`config.mk`:
```
export PLATFORM = sky130hd
export DESIGN_NAME = serial_eq_amisha_flat
export DESIGN_NICKNAME = d
export VERILOG_FILES = /design/src/rtl/serial_eq_amisha_pkg.sv /design/src/rtl/serial_eq_amisha_if.sv /design/src/rtl/serial_eq_amisha_eq_bit_cell.sv /design/src/rtl/serial_eq_amisha.sv /design/src/flat_wrapper.sv
export SDC_FILE = /design/constraint.sdc
export NUM_CORES = 1
export LEC_CHECK = 0
export BUFFER_PORTS_ARGS = -buffer_cell sky130_fd_sc_hd__buf_2
export CORE_MARGIN = 8
export CORE_UTILIZATION = 55
export CTS_CLUSTER_DIAMETER = 200
export CTS_CLUSTER_SIZE = 25
export DETAILED_ROUTE_END_ITERATION = 6
export PLACE_DENSITY = 0.78
export SYNTH_ARGS = -nofsm -noshare
export SYNTH_HDL_FRONTEND = slang
export SYNTH_SLANG_ARGS = --single-unit
export TNS_END_PERCENT = 1
```
`constraint.sdc`:
```
create_clock -name clk_amisha -period 1.7 [get_ports clk_amisha]
set_input_delay 0.085 -clock clk_amisha [delete_from_list [all_inputs] [get_ports clk_amisha]]
set_output_delay 0.085 -clock clk_amisha [all_outputs]
set_load 0.1 [all_outputs]
```
`src/rtl/serial_eq_amisha_pkg.sv`:
```
// Shared types and elaboration helpers for the serial equality comparator.
package serial_eq_pkg_amisha;

  typedef enum logic [1:0] {
    StIdle,
    StShift,
    StDone
  } state_e;

  function automatic int unsigned iw_f(int unsigned width);
    return $clog2(width);
  endfunction

  function automatic bit width_legal(int unsigned width);
    return (width >= 2) && (width <= 64);
  endfunction

endpackage

```
`src/rtl/serial_eq_amisha_if.sv`:
```
// Request/result bundle between a requester and the serial equality comparator.
interface serial_eq_amisha_if #(
  parameter int unsigned WIDTH = 8
);

  localparam int unsigned IW = serial_eq_pkg_amisha::iw_f(WIDTH);

  logic             start_amisha;
  logic [WIDTH-1:0] a_amisha;
  logic [WIDTH-1:0] b_amisha;
  logic             ready_amisha;
  logic             busy_amisha;
  logic             valid_amisha;
  logic             eq_amisha;
  logic [IW-1:0]    mis_idx_amisha;

  modport master (
    output start_amisha,
    output a_amisha,
    output b_amisha,
    input  ready_amisha,
    input  busy_amisha,
    input  valid_amisha,
    input  eq_amisha,
    input  mis_idx_amisha
  );

  modport slave (
    input  start_amisha,
    input  a_amisha,
    input  b_amisha,
    output ready_amisha,
    output busy_amisha,
    output valid_amisha,
    output eq_amisha,
    output mis_idx_amisha
  );

endinterface

```
`src/rtl/serial_eq_amisha_eq_bit_cell.sv`:
```
// Combinational 1-bit equality cell.
module eq_bit_cell_amisha (
  input  logic a_i,
  input  logic b_i,
  output logic eq_o
);

  assign eq_o = (~a_i & ~b_i) | (a_i & b_i);

endmodule

```
`src/rtl/serial_eq_amisha.sv`:
```
// Serial LSB-first word comparator: shifts bit pairs through an equality cell and
// accumulates a word verdict plus the index of the first mismatching bit.
module serial_eq_amisha
  import serial_eq_pkg_amisha::*;
#(
  parameter int unsigned WIDTH      = 8,
  parameter bit          EARLY_EXIT = 1'b0
) (
  input logic               clk_amisha,
  input logic               rst_n_amisha,
  serial_eq_amisha_if.slave cmp_io
);

  localparam int unsigned IW = iw_f(WIDTH);
  localparam logic [IW-1:0] CntLast = IW'(WIDTH - 1);

  if (!width_legal(WIDTH)) begin : g_width_check
    $error("serial_eq_amisha: WIDTH must be in 2..64");
  end

  state_e           state_q, state_d;
  logic [WIDTH-1:0] sa_q, sa_d, sb_q, sb_d;
  logic [IW-1:0]    cnt_q, cnt_d;
  logic             eq_acc_q, eq_acc_d;
  logic [IW-1:0]    mis_acc_q, mis_acc_d;
  logic             eq_out_q, eq_out_d;
  logic [IW-1:0]    mis_out_q, mis_out_d;
  logic             bit_eq;

  eq_bit_cell_amisha u_cell (
    .a_i  (sa_q[0]),
    .b_i  (sb_q[0]),
    .eq_o (bit_eq)
  );

  always_comb begin
    state_d   = state_q;
    sa_d      = sa_q;
    sb_d      = sb_q;
    cnt_d     = cnt_q;
    eq_acc_d  = eq_acc_q;
    mis_acc_d = mis_acc_q;
    eq_out_d  = eq_out_q;
    mis_out_d = mis_out_q;
    unique case (state_q)
      StIdle: begin
        if (cmp_io.start_amisha) begin
          sa_d      = cmp_io.a_amisha;
          sb_d      = cmp_io.b_amisha;
          cnt_d     = '0;
          eq_acc_d  = 1'b1;
          mis_acc_d = '0;
          state_d   = StShift;
        end
      end
      StShift: begin
        sa_d = {1'b0, sa_q[WIDTH-1:1]};
        sb_d = {1'b0, sb_q[WIDTH-1:1]};
        // Only the first mismatch is recorded.
        if (!bit_eq && eq_acc_q) begin
          eq_acc_d  = 1'b0;
          mis_acc_d = cnt_q;
        end
        if ((cnt_q == CntLast) || (EARLY_EXIT && !bit_eq)) begin
          state_d   = StDone;
          eq_out_d  = eq_acc_d;
          mis_out_d = mis_acc_d;
        end else begin
          cnt_d = cnt_q + 1'b1;
        end
      end
      StDone:  state_d = StIdle;
      default: state_d = StIdle;
    endcase
  end

  always_ff @(posedge clk_amisha or negedge rst_n_amisha) begin
    if (!rst_n_amisha) begin
      state_q   <= StIdle;
      sa_q      <= '0;
      sb_q      <= '0;
      cnt_q     <= '0;
      eq_acc_q  <= 1'b1;
      mis_acc_q <= '0;
      eq_out_q  <= 1'b1;
      mis_out_q <= '0;
    end else begin
      state_q   <= state_d;
      sa_q      <= sa_d;
      sb_q      <= sb_d;
      cnt_q     <= cnt_d;
      eq_acc_q  <= eq_acc_d;
      mis_acc_q <= mis_acc_d;
      eq_out_q  <= eq_out_d;
      mis_out_q <= mis_out_d;
    end
  end

  assign cmp_io.ready_amisha   = (state_q == StIdle);
  assign cmp_io.busy_amisha    = (state_q == StShift);
  assign cmp_io.valid_amisha   = (state_q == StDone);
  assign cmp_io.eq_amisha      = eq_out_q;
  assign cmp_io.mis_idx_amisha = mis_out_q;

endmodule

```
`src/flat_wrapper.sv`:
```
// flat-port wrapper written by rule: the top's interface ports become plain ports
module serial_eq_amisha_flat import serial_eq_pkg_amisha::*;
#(
  parameter int unsigned WIDTH      = 8,
  parameter bit          EARLY_EXIT = 1'b0
)
  (clk_amisha, rst_n_amisha, cmp_io_start_amisha, cmp_io_a_amisha, cmp_io_b_amisha, cmp_io_ready_amisha, cmp_io_busy_amisha, cmp_io_valid_amisha, cmp_io_eq_amisha, cmp_io_mis_idx_amisha);
  serial_eq_amisha_if #(.WIDTH(WIDTH)) cmp_io_i ();
  input logic clk_amisha;
  input logic rst_n_amisha;
  input wire logic [$bits(cmp_io_i.start_amisha)-1:0] cmp_io_start_amisha;
  input wire logic [$bits(cmp_io_i.a_amisha)-1:0] cmp_io_a_amisha;
  input wire logic [$bits(cmp_io_i.b_amisha)-1:0] cmp_io_b_amisha;
  output wire logic [$bits(cmp_io_i.ready_amisha)-1:0] cmp_io_ready_amisha;
  output wire logic [$bits(cmp_io_i.busy_amisha)-1:0] cmp_io_busy_amisha;
  output wire logic [$bits(cmp_io_i.valid_amisha)-1:0] cmp_io_valid_amisha;
  output wire logic [$bits(cmp_io_i.eq_amisha)-1:0] cmp_io_eq_amisha;
  output wire logic [$bits(cmp_io_i.mis_idx_amisha)-1:0] cmp_io_mis_idx_amisha;
  assign cmp_io_i.start_amisha = cmp_io_start_amisha;
  assign cmp_io_i.a_amisha = cmp_io_a_amisha;
  assign cmp_io_i.b_amisha = cmp_io_b_amisha;
  assign cmp_io_ready_amisha = cmp_io_i.ready_amisha;
  assign cmp_io_busy_amisha = cmp_io_i.busy_amisha;
  assign cmp_io_valid_amisha = cmp_io_i.valid_amisha;
  assign cmp_io_eq_amisha = cmp_io_i.eq_amisha;
  assign cmp_io_mis_idx_amisha = cmp_io_i.mis_idx_amisha;
  serial_eq_amisha #(.WIDTH(WIDTH), .EARLY_EXIT(EARLY_EXIT)) u_core (.clk_amisha(clk_amisha), .rst_n_amisha(rst_n_amisha), .cmp_io(cmp_io_i));
endmodule
```
==> impl_summary.md, run 1 <==
Status
The flow ran to the end, and the final reports show no timing, DRC or antenna violations.

Power and ir drop
The total power density per cell area is 1850 nW/um2. Summed over all cells, the static leakage comes to 0.796 nW. The worst vdd rail ir drop is 0.00151 V.

Place
Once detailed placement completed, the half-perimeter wirelength came to 2450 um. Buffers placed on the I/O ports in this run total 25. The global placement routability congestion is 0.865.

Before CTS, the worst setup slack after placement is 0.0953 ns. The placed standard-cell area is 1710 um2.

CTS
Buffers inserted during clock tree synthesis total 5. The later pin in the worst-skew pair is clocked with a latency of 0.32 ns. TritonCTS built the clock tree. The clock drives 29 sinks. The H-tree level count is 2. Counting along the longest clock path gives a buffer depth of 2. After clock tree synthesis, the clock-pin slew on the worst setup and hold paths is 0.09 ns. The cell at the root of the clock tree is sky130_fd_sc_hd__clkbuf_4. The number of buffers inserted by post-CTS setup repair is 0.

Min path
The hold path endpoint is u_core.sa_q[0]. The startpoint of the most critical hold path is cmp_io_a_amisha[0]. In this run the worst hold path is classified as in -> reg. The number of stages on the worst hold path is 3.

Global route
The wire length of the first global-routing pass is 5860 um. Entering global routing, the biggest net connects 30 pins. The initial antenna violation count is 0.

The total global routing overflow is 0. Across every metal layer, demand over resource in global routing totals 16.6%. The via count of the first global-routing pass came to 1,271.

Final layout
The total inserted antenna cells is 0. The footprint of the multi-input gates is 709 um2. The layout has 226 filler cells. The end-of-flow core utilization is 66.2%. The area of all sequential standard cells is 728 um2.

The fraction of final layout cells sized beyond drive strength 1 is around a quarter. Relative to the synthesized area, the layout overhead comes to 17.9%. The net count of the finished layout is a little over 200. After routing the design area is 1780 um2.

Worst setup path
The capturing element type of the critical path is a primary output. The startpoint identified for the worst register-to-register timing path is u_core.cnt_q[0]. For the worst setup path, the data arrival time is 1.47 ns.

In this run the critical register-to-register path is captured at u_core.cmp_io.eq_amisha. The critical path class is reg -> out. For the worst flop-to-flop path, the logic depth is 4. The worst setup path is launched from a flip-flop. Of all nets on the critical path, the largest fanout is 12.

STA puts the critical path data required time at 1.62 ns. Across all register-to-register paths, the minimum setup slack is 0.15 ns.

Die
The number of top-level design ports is 26. The core area is between 2000 and 3000 um2. The vertical die dimension is 68.4 um.

The initial utilization of the core area, before any placement, comes to 56.2%. The floorplan die width is ~68 um. The die covers 4680 um2. The initialized floorplan defines 19 standard-cell rows.

Drt
The count of nets left with antenna violations once routing finished came out at 0. The wire length reported by the detailed router is 3460 um. For this block, the initial DRC count from the detailed router was 94. The total via count in the routed design is roughly 1,300. The number of remaining DRC errors is 0.

The total iterations of the first detailed-routing run is 4. After detailed routing, the average wire length per cell comes to 15.9 um. In the routed layout, each cell is associated on average with a via count of 5.97.

Timing
Hold is met by around 0.046 ns. Setup repair after global routing left no endpoint under its margin. The highest attainable clock frequency is 642 MHz. The minimum setup slack in the final design is 0.142 ns. The largest clock skew in the final design is 0.00756 ns. Counting I/O delays and the setup requirement, the final critical path takes approximately 1.6 ns. The tightest slew margin relative to the limit is between 50 and 60%. Of the available clock period, the critical path in the final layout requires between 90% and 100%. At the pin with the least slew margin, the transition time is between 0.6 and 0.7 ns.

Setup violations remaining at the end of the flow were counted as 0. The count of final max-slew check failures is 0. The number of failing hold endpoints at the final stage is 0.

Logic synthesis
The synthesized netlist contains 26 unique library cells. Synthesis inferred 29 register bits. The leading area contributor after synthesis is sky130_fd_sc_hd__dfrtp_1. A synthesized cell averages 9.74 um2. During synthesis, Yosys emitted a total of 0 warnings. After synthesis, flip-flops and latches occupy 48.3% of the total area. The share of synthesized area in the top cell type comes to 44.8%. The cell area after technology mapping is about 1500 um2.

The cell count after synthesis came out at 155. The number of nets produced by synthesis is 176. Sorting the synthesized cells by area gives the leading types as sky130_fd_sc_hd__dfrtp_1 (45%), sky130_fd_sc_hd__a21oi_1 (7.6%), sky130_fd_sc_hd__nor2b_1 (7.0%).

Job
The number of maximum-capacitance constraint violations is 0.
[layout make-up]
class,count,area share [%]
multi-input cells,112,39.9
flip-flops and latches,29,40.9
well taps,31,2.18
clock buffers,8,3.31
inverters,1,0.211
repair buffers,36,13.5
[timing repair]
action | CTS | global route
setup endpoints to repair | 0 | 2
endpoints found under the hold margin | 27 | 0
hold buffers | 1 | 0
gates resized for setup | 0 | 1
[critical path: stages (launching register included)]
cell and delay (ns):
sky130_fd_sc_hd__dfrtp_1 0.44, sky130_fd_sc_hd__buf_4 0.20, sky130_fd_sc_hd__nor2_2 0.10, sky130_fd_sc_hd__buf_2 0.42
[cells in the final DEF (no fill, tap or decap), drive strengths merged, types with 5 or more instances in the layout]
cell type,netlist,layout
a22o,5,5
dfrtp,27,27
buf,9,35
nor2b,17,17
a22oi,14,14
clkbuf,4,8
a21oi,23,23
nand2,5,5
o21ai,21,21
[synthesized netlist by cell type (all sizes together)]
cell type and instances:
o21bai 1, a21oi 23, nor2 4, nand3 3, and2b 2, clkbuf 4, dfstp 2, dfrtp 27
mux2 2, o21ai 21, nand2 5, nor2b 17, xnor2 1, nor3 1, and2 4, a311o 3
a22oi 14, a31oi 3, a22o 5, inv 1, xor2 1, ha 2, buf 9
[power by group]
part | switching (mW) | internal, mW
registers | 0.249 | 0.964
clock network | 0.226 | 0.204
logic | 1.05 | 0.604
total | 1.52 | 1.77
[per-stage QoR]
step                      setup TNS [ns]  cells  power [mW]
after floorplan                  -0.0122    155        2.45
after global placement                 0    208        2.79
after detailed placement               0    208        2.86
after CTS                              0    217        3.30
after global routing                   0    217        3.52
final                                  0    217        3.29
[how the worst max path moves through the flow]
| stage | startpoint | endpoint | slack (ns) |
|---|---|---|---|
| 2_1_floorplan | u_core.state_q[1] | cmp_io_valid_amisha | -0.01 |
| 6_report | u_core.state_q[0] | cmp_io_ready_amisha | 0.14 |
| 4_1_cts | u_core.cnt_q[0] | u_core.cmp_io.eq_amisha | 0.07 |
| 3_3_place_gp | u_core.cnt_q[0] | u_core.cnt_q[0] | 0.20 |
| 3_5_place_dp | u_core.cnt_q[0] | u_core.cmp_io.eq_amisha | 0.1 |
| 5_1_grt | u_core.cnt_q[0] | u_core.cmp_io.eq_amisha | 0.05 |
[state kept, by name (all words and copies together), names as in the netlist]
name,flops
u_core.cmp_io.eq_amisha,1
u_core.sa_q,8
u_core.sb_q,8
u_core.state_q,2
u_core.mis_acc_q,3
u_core.cmp_io.mis_idx_amisha,3
u_core.cnt_q,3
u_core.eq_acc_q,1
[logic make-up after synthesis]
| logic type | Yosys count | share of synthesized area, % |
|---|---|---|
| mux | 2 | 1.74 |
| fa+ha+maj | 2 | 1.66 |
| flops | 29 | 48.3 |
| simple gates | 36 | 13.3 |
| compound gates | 70 | 28.2 |
| buf+inv | 14 | 5.22 |
| xor+xnor | 2 | 1.66 |
[metal layers]
metal  wire (um)  track usage [%]
met3         275             4.58
met1        1450             20.1
met5           0                0
met4          41             8.70
met2        1690             26.1
Power figures use the tool's default switching activity.
==> run 2, diff against run 1 <==
--- a/config.mk
+++ b/config.mk
@@ -6,12 +6,13 @@
 export NUM_CORES = 1
 export LEC_CHECK = 0
 export BUFFER_PORTS_ARGS = -buffer_cell sky130_fd_sc_hd__buf_2
-export CORE_MARGIN = 8
+export CORE_MARGIN = 2
 export CORE_UTILIZATION = 55
 export CTS_CLUSTER_DIAMETER = 200
 export CTS_CLUSTER_SIZE = 25
 export DETAILED_ROUTE_END_ITERATION = 6
 export PLACE_DENSITY = 0.78
+export REMOVE_ABC_BUFFERS = 1
 export SYNTH_ARGS = -nofsm -noshare
 export SYNTH_HDL_FRONTEND = slang
 export SYNTH_SLANG_ARGS = --single-unit
==> run 2 against run 1 <==
Net effect: first-iteration DRC count shrank 44%; maximum frequency shrank 2.4%; critical path type unchanged; non-clock buffer count shrank 3; largest power group unchanged; core utilization grew 2.5 points; die area shrank 32%.
==> impl_summary.md, run 2 (synthesized netlist as in run 1, its figures left out) <==
Worst setup path
The delay of the slowest cell on the worst path is 0.43 ns (was 0.44 ns). The top fanout value on the critical path came to 21 (was 12). The startpoint of the worst-slack reg-to-reg timing path is u_core.cnt_q[1] (was u_core.cnt_q[0]).

The data required time of the critical path is 1.62 ns (about the same). The standard cell with the maximum stage delay on the critical path is sky130_fd_sc_hd__dfrtp_1 (unchanged). The depth of the most critical reg-to-reg path is 5 (was 4). The setup slack on the worst flop-to-flop path is 0.20 ns (was 0.15 ns). The sum of buffers and inverters on the critical path is 2 (unchanged).

The type of element launching the critical path is a flip-flop (unchanged). The worst endpoint data arrival time is 1.51 ns (was 1.47 ns). The critical path class is reg -> out (unchanged). The startpoint of the worst setup timing path is u_core.state_q[1] (was u_core.state_q[0]). The family with the most delay on the worst path is buffers and inverters (unchanged). The worst reg2reg path endpoint is u_core.cnt_q[0] (was u_core.cmp_io.eq_amisha).

List of cells traversed by the critical path: buf_4, nor2_1, buf_2 (was buf_4, nor2_2, buf_2). The capturing element type of the critical path was a primary output (unchanged).

Die
The initial core utilization is 59.3% (was 56.2%). The number of rows created at floorplan is 18 (was 19). The number of top-level design ports is 26 (unchanged). The die outline area is 3180 um2 (was 4680 um2).

The floorplan die width came to 56.4 um (was 68.4 um). The vertical die dimension came to 56.4 um (was 68.4 um). The core area is 2540 um2 (was 2690 um2).

Place
The global placement routability congestion came to 0.815 (was 0.865). The number of port buffers is 25 (unchanged). The placed standard-cell area came to 1680 um2 (was 1710 um2).

The half-perimeter wire length after detailed placement came to 2240 um (was 2450 um). The cell total after placement was 204 (was 208).

Final layout
The design area is 1750 um2 (was 1780 um2). The end-of-flow core utilization was 68.7% (was 66.2%). The number of nets in the layout came to 203 (was 206). The leading cell type in the layout, fill and taps excluded is sky130_fd_sc_hd__dfrtp_1 (unchanged). The area of all sequential standard cells was 728 um2 (unchanged). The number of inserted filler cells in the final layout is 216 (was 226). Largest regs: u_core.sa_q (8), u_core.sb_q (8) (unchanged).

The synthesis-to-layout area growth came to 15.9% (was 17.9%). The fraction of final layout cells sized beyond drive strength 1 was 24.7% (was 26.3%). The non-filler instance count after layout is 212 (was 217). Commonest cells after routing, fill and taps aside: sky130_fd_sc_hd__dfrtp_1 (27), sky130_fd_sc_hd__a21oi_1 (23), sky130_fd_sc_hd__buf_2 (23) (unchanged). The footprint of the multi-input gates is 707 um2 (was 709 um2). The total inserted antenna cells is 0 (unchanged).

Global route
The total global routing overflow is 0 (unchanged). The global-route met1 utilization is 31.1% (was 20.1%). The maximum number of pins on one net before global-route repair is 30 (unchanged). The via count of the first global-routing pass came to 1,238 (was 1,271). The aggregate global-route resource usage is 23.4% (was 16.6%). The met3 global-route usage was 6.22% (was 4.58%).

The initial antenna violation count is 0 (unchanged). The routing usage on met2 is 37.8% (was 26.1%). The peak-usage layer in the global routing report is met2 (unchanged). The wire length of the first global-routing pass was 5730 um (was 5860 um).

Drt
The number of violations reported at the end of detailed-routing iteration 0 is 53 (was 94). The via count normalized by instance count is 6.06 (was 5.97). The detail-routed net length per standard cell came to 15.9 um (about the same). The total via count in the routed design came to 1,284 (was 1,295). The wire length reported by the detailed router came to 3360 um (was 3460 um). The number of remaining DRC errors is 0 (unchanged). The count of nets left with antenna violations after detail routing is 0 (unchanged). The total iterations of the first detailed-routing run was 5 (was 4).

Timing
The tightest slew margin relative to the limit is 57.5% (was 57.7%). The number of failing hold endpoints at the final stage is 0 (unchanged). The minimum period implied by the final worst setup slack is 1.60 ns (was 1.56 ns). RSZ-0062 raised after global routing: no (unchanged). The highest attainable clock frequency came to 626 MHz (was 642 MHz). The count of final max-slew check failures was 0 (unchanged). The fraction of the cycle the final worst path needs is 93.9% (was 91.6%). The setup TNS after final layout came to 0 ns (unchanged). The largest clock skew in the final design is 0.00655 ns (was 0.00756 ns). The transition time at the pin with the least slew margin is 0.638 ns (was 0.634 ns).

The total setup violations reported at the end of the flow is 0 (unchanged).

Power and ir drop
The leakage power total is 0.783 nW (was 0.796 nW). The switching power share of the total is 46.5% (was 46.2%). The combinational share of power is 49.9% (was 50.1%). The clock network power share is 12.9% (was 13.1%). The total power density per cell area is 1870 nW/um2 (was 1850 nW/um2). The switching power is 1.52 mW (about the same).

The part of the power in registers came to 37.1% (was 36.8%). The worst vdd rail ir drop is 0.00166 V (was 0.00151 V). The power after layout is 3.27 mW (was 3.29 mW). The internal cell power is 1.75 mW (was 1.77 mW).

CTS
The number of CTS-inserted buffers is 5 (unchanged). The cell at the root of the clock tree is sky130_fd_sc_hd__clkbuf_4 (unchanged). The insertion delay of the later-clocked pin in the worst-skew pair is 0.32 ns (about the same). The maximum buffer depth of the clock tree came to 2 (unchanged). The clock slew seen by the registers of the worst setup and hold paths is 0.09 ns (about the same). The H-tree level count came to 2 (unchanged). The number of buffers inserted by post-CTS setup repair is 0 (unchanged).

The number of sinks driven by the clock tree is 29 (unchanged). The TritonCTS clock tree is built (unchanged).

Min path
The number of stages on the worst hold path is 3 (unchanged). The type of the tightest min-delay check is in -> reg (unchanged). The hold path endpoint is u_core.sa_q[4] (was u_core.sa_q[0]). The startpoint of the most critical hold path is cmp_io_a_amisha[4] (was cmp_io_a_amisha[0]).

Job
The number of maximum-capacitance constraint violations came to 0 (unchanged).

Status
Run status: finished clean (unchanged).
==> run 2: changes by cell type in the layout (fill, tap and decap cells not counted) <==
cell / change
sky130_fd_sc_hd__clkbuf_1: -1
sky130_fd_sc_hd__nor2_2: -1
sky130_fd_sc_hd__nor2_1: +1
sky130_fd_sc_hd__buf_4: -3
==> run 2: worst min-delay path: stages <==
cell                      delay, ns
sky130_fd_sc_hd__buf_2         0.08
sky130_fd_sc_hd__a21oi_1       0.05
sky130_fd_sc_hd__o21ai_0       0.13
==> run 2: worst max-delay path by stage <==
stage	to	slack, ns	depth (start not counted)
6_report	cmp_io_ready_amisha	0.10	3
2_1_floorplan	u_core.cmp_io.eq_amisha	-1.75	3
3_3_place_gp	u_core.cnt_q[0]	0.20	5
4_1_cts	cmp_io_busy_amisha	0.09	3
5_1_grt	cmp_io_valid_amisha	0.01	3
3_5_place_dp	u_core.cnt_q[0]	0.17	5
==> run 2: stage by stage <==
stage	worst slack, ns	hold WS (ns)
2_1_floorplan	-1.75	-0.211
3_3_place_gp	0.202	0.135
3_5_place_dp	0.166	0.139
4_1_cts	0.0876	0.0398
5_1_grt	0.0146	0.0427
6_report	0.104	0.0449
==> run 2: power groups by stage <==
stage               combinational, mW  sequential [mW]  clock (mW)
floorplan                       0.836             1.51           0
global placement                 1.57             1.20           0
detailed placement               1.62             1.22           0
CTS                              1.63             1.21       0.423
global route                     1.79             1.25       0.457
finish                           1.63             1.21       0.423
==> run 2: cell type report <==
cell class | instances | area share, %
sequential | 29 | 41.6
inverter | 1 | 0.215
clock buffer | 7 | 3.15
tap | 30 | 2.15
multi-input combinational | 112 | 40.4
timing repair buffer | 33 | 12.4
==> run 2: timing repair <==
item / 4_1_cts / 5_1_grt
gates resized for setup: 0 / 2
hold buffers: 1 / 0
endpoints found under the setup margin: 0 / 2
hold endpoints to repair: 27 / 0
==> run 2: metal layers <==
layer	up-vias	share of wire [%]	wire length [um]
li1	618	-	-
met5	-	0	0
met3	4	4.8	160
met1	626	46	1550
met4	0	0.74	25
met2	36	48	1630
==> run 3, diff against run 2 <==
--- a/config.mk
+++ b/config.mk
@@ -7,11 +7,12 @@
 export LEC_CHECK = 0
 export BUFFER_PORTS_ARGS = -buffer_cell sky130_fd_sc_hd__buf_2
 export CORE_MARGIN = 2
-export CORE_UTILIZATION = 55
+export CORE_UTILIZATION = 57
+export CTS_BUF_LIST = sky130_fd_sc_hd__clkbuf_8
 export CTS_CLUSTER_DIAMETER = 200
 export CTS_CLUSTER_SIZE = 25
 export DETAILED_ROUTE_END_ITERATION = 6
-export PLACE_DENSITY = 0.78
+export PLACE_DENSITY = 0.81
 export REMOVE_ABC_BUFFERS = 1
 export SYNTH_ARGS = -nofsm -noshare
 export SYNTH_HDL_FRONTEND = slang
==> constraint.sdc (replaced) <==
create_clock -name clk_amisha -period 1.7 [get_ports clk_amisha]
set_input_delay 0.085 -clock clk_amisha [delete_from_list [all_inputs] [get_ports clk_amisha]]
set_output_delay 0.085 -clock clk_amisha [all_outputs]
set_load 0.005 [all_outputs]
==> run 3 against run 2 <==
Net effect: cell count grew 1.4%; sequential share of layout area shrank 0.67 points; sequential power is essentially flat; clock skew is essentially flat; global-route usage grew 0.23 points; register-to-register slack lost 0.05 ns; critical endpoint is now u_core.cnt_q[0].
==> impl_summary.md, run 3 (synthesized netlist as in run 1, its figures left out) <==
Timing
The setup TNS after final layout is 0 ns (unchanged). The number of failing hold endpoints at the final stage is 0 (unchanged). The largest clock skew in the final design is 0.00647 ns (was 0.00655 ns). The total setup violations reported at the end of the flow is 0 (unchanged). RSZ-0062 raised after global routing: no (unchanged). The fraction of the cycle the final worst path needs is 91.1% (was 93.9%). The transition time at the pin with the least slew margin is 0.648 ns (was 0.638 ns). The count of final max-slew check failures is 0 (unchanged). The minimum period implied by the final worst setup slack is 1.55 ns (was 1.60 ns). The tightest slew margin relative to the limit is 56.8% (was 57.5%).

The minimum setup slack in the final design came to 0.151 ns (was 0.104 ns). The highest attainable clock frequency is 646 MHz (was 626 MHz).

Die
The floorplan die width is 55.5 um (was 56.4 um). The initial core utilization came to 60.4% (was 59.3%). The core area was 2500 um2 (was 2540 um2). The vertical die dimension is 55.5 um (was 56.4 um). The number of rows created at floorplan is 18 (unchanged). The die outline area is 3070 um2 (was 3180 um2). The number of top-level design ports came to 26 (unchanged).

Worst setup path
The capturing element of the worst setup path is u_core.cnt_q[0] (was cmp_io_ready_amisha). The worst reg2reg path endpoint is u_core.cnt_q[0] (unchanged). The startpoint of the worst setup timing path is u_core.cnt_q[0] (was u_core.state_q[1]).

The top fanout value on the critical path came to 9 (was 21). The setup slack on the worst flop-to-flop path is 0.15 ns (was 0.20 ns). The startpoint of the worst-slack reg-to-reg timing path is u_core.cnt_q[0] (was u_core.cnt_q[1]). The critical path class is reg -> reg (was reg -> out). The data required time of the critical path is 1.86 ns (was 1.62 ns). The capturing element type of the critical path is a flip-flop (was primary output).

The worst endpoint data arrival time came to 1.71 ns (was 1.51 ns). The depth of the most critical reg-to-reg path was 5 (unchanged). The type of element launching the critical path is a flip-flop (unchanged).

Global route
The maximum number of pins on one net before global-route repair was 30 (unchanged). The wire length of the first global-routing pass is 5830 um (was 5730 um). The via count of the first global-routing pass was 1,294 (was 1,238).

The initial antenna violation count came to 0 (unchanged). The aggregate global-route resource usage is 23.6% (was 23.4%). The total global routing overflow came to 0 (unchanged).

Final layout
The design area is 1780 um2 (was 1750 um2). The total inserted antenna cells was 0 (unchanged). The synthesis-to-layout area growth is 17.8% (was 15.9%). The number of inserted filler cells in the final layout is 182 (was 216).

Largest regs: u_core.sa_q (8), u_core.sb_q (8) (unchanged). The fraction of final layout cells sized beyond drive strength 1 came to 25.9% (was 24.7%). The leading cell type in the layout, fill and taps excluded is sky130_fd_sc_hd__dfrtp_1 (unchanged).

The area of all sequential standard cells is 728 um2 (unchanged). The footprint of the multi-input gates is 704 um2 (was 707 um2). The number of nets in the layout is 205 (was 203). The non-filler instance count after layout was 215 (was 212). Commonest cells after routing, fill and taps aside: sky130_fd_sc_hd__dfrtp_1 (27), sky130_fd_sc_hd__buf_2 (25), sky130_fd_sc_hd__a21oi_1 (23) (was sky130_fd_sc_hd__dfrtp_1 (27), sky130_fd_sc_hd__a21oi_1 (23), sky130_fd_sc_hd__buf_2 (23)).

CTS
The clock slew seen by the registers of the worst setup and hold paths was 0.07 ns (was 0.09 ns). The maximum buffer depth of the clock tree was 2 (unchanged). The insertion delay of the later-clocked pin in the worst-skew pair is 0.28 ns (was 0.32 ns). The number of buffers inserted by post-CTS setup repair was 0 (unchanged).

The cell at the root of the clock tree is sky130_fd_sc_hd__clkbuf_8 (was sky130_fd_sc_hd__clkbuf_4). The number of CTS-inserted buffers is 5 (unchanged). The TritonCTS clock tree is built (unchanged). The H-tree level count is 2 (unchanged). The number of sinks driven by the clock tree was 29 (unchanged).

Min path
The startpoint of the most critical hold path was cmp_io_a_amisha[2] (was cmp_io_a_amisha[4]). The type of the tightest min-delay check is in -> reg (unchanged).

Place
The cell total after placement came to 206 (was 204). The global placement routability congestion was 0.869 (was 0.815). The placed standard-cell area came to 1660 um2 (was 1680 um2).

The number of port buffers came to 25 (unchanged). The worst-case setup slack after placement is 0.0823 ns (was 0.166 ns). The half-perimeter wire length after detailed placement is 2300 um (was 2240 um).

Power and ir drop
The leakage power total is 0.804 nW (was 0.783 nW). The worst vdd rail ir drop is 0.00115 V (was 0.00166 V). The power after layout is 2.95 mW (was 3.27 mW). The total power density per cell area came to 1660 nW/um2 (was 1870 nW/um2).

Drt
The total iterations of the first detailed-routing run was 7 (was 5). The count of nets left with antenna violations after detail routing is 0 (unchanged). The number of violations reported at the end of detailed-routing iteration 0 is 66 (was 53).

The detail-routed net length per standard cell came to 15.8 um (was 15.9 um). The wire length reported by the detailed router is 3390 um (was 3360 um). The number of remaining DRC errors is 0 (unchanged). The total via count in the routed design came to 1,332 (was 1,284). The via count normalized by instance count was 6.20 (was 6.06).

Job
The number of maximum-capacitance constraint violations is 0 (unchanged).

Status
Run status: finished clean (unchanged).
[run 3: how the worst min path moves through the flow]
stage	slack (ns)	cells after the start	to
final	0.09	3	u_core.sa_q[2]
after global routing	0.11	3	u_core.sb_q[3]
after CTS	0.1	3	u_core.sa_q[2]
after detailed placement	0.14	1	u_core.sb_q[2]
after global placement	0.14	1	u_core.sb_q[2]
after floorplan	-0.21	0	u_core.cmp_io.mis_idx_amisha[0]
[run 3: cell type report]
cell class	instances	share of cell area (%)
flip-flops and latches	29	41.0
repair buffers	35	11.4
clock buffers	7	5.42
multi-input cells	112	39.6
inverters	1	0.211
clock inverters	1	0.281
well taps	30	2.11
[run 3: worst max-delay path, stage by stage (launching register included)]
cell	delay, ns
sky130_fd_sc_hd__dfrtp_1	0.43
sky130_fd_sc_hd__ha_1	0.19
sky130_fd_sc_hd__ha_2	0.27
sky130_fd_sc_hd__nor2_1	0.10
sky130_fd_sc_hd__mux2_2	0.27
sky130_fd_sc_hd__a22o_1	0.18
[run 3: per-stage QoR]
step                util (%)  hold slack [ns]
global route            71.1            0.107
finish                  71.1           0.0909
CTS                     71.0           0.0961
detailed placement      66.6            0.140
global placement        66.6            0.137
floorplan                  -           -0.211
[run 3: routing by layer]
metal	wire (um)	vias to the layer above	global-route usage, %
met3	198	4	5.15
met4	23	0	6.62
met2	1740	57	38.6
met5	0	-	0
met1	1420	652	31.6
li1	-	619	-
[run 3: repair_timing]
| action | CTS | global route |
|---|---|---|
| endpoints found under the hold margin | 27 | 0 |
| hold buffers | 1 | 0 |
| setup endpoints to repair | 0 | 1 |
| resized for setup | 0 | 1 |
[run 3: report_power, final]
part	internal (mW)	switching (mW)	leakage, nW
logic	0.549	0.572	0.380
clock network	0.365	0.255	0.0542
registers	0.966	0.248	0.369
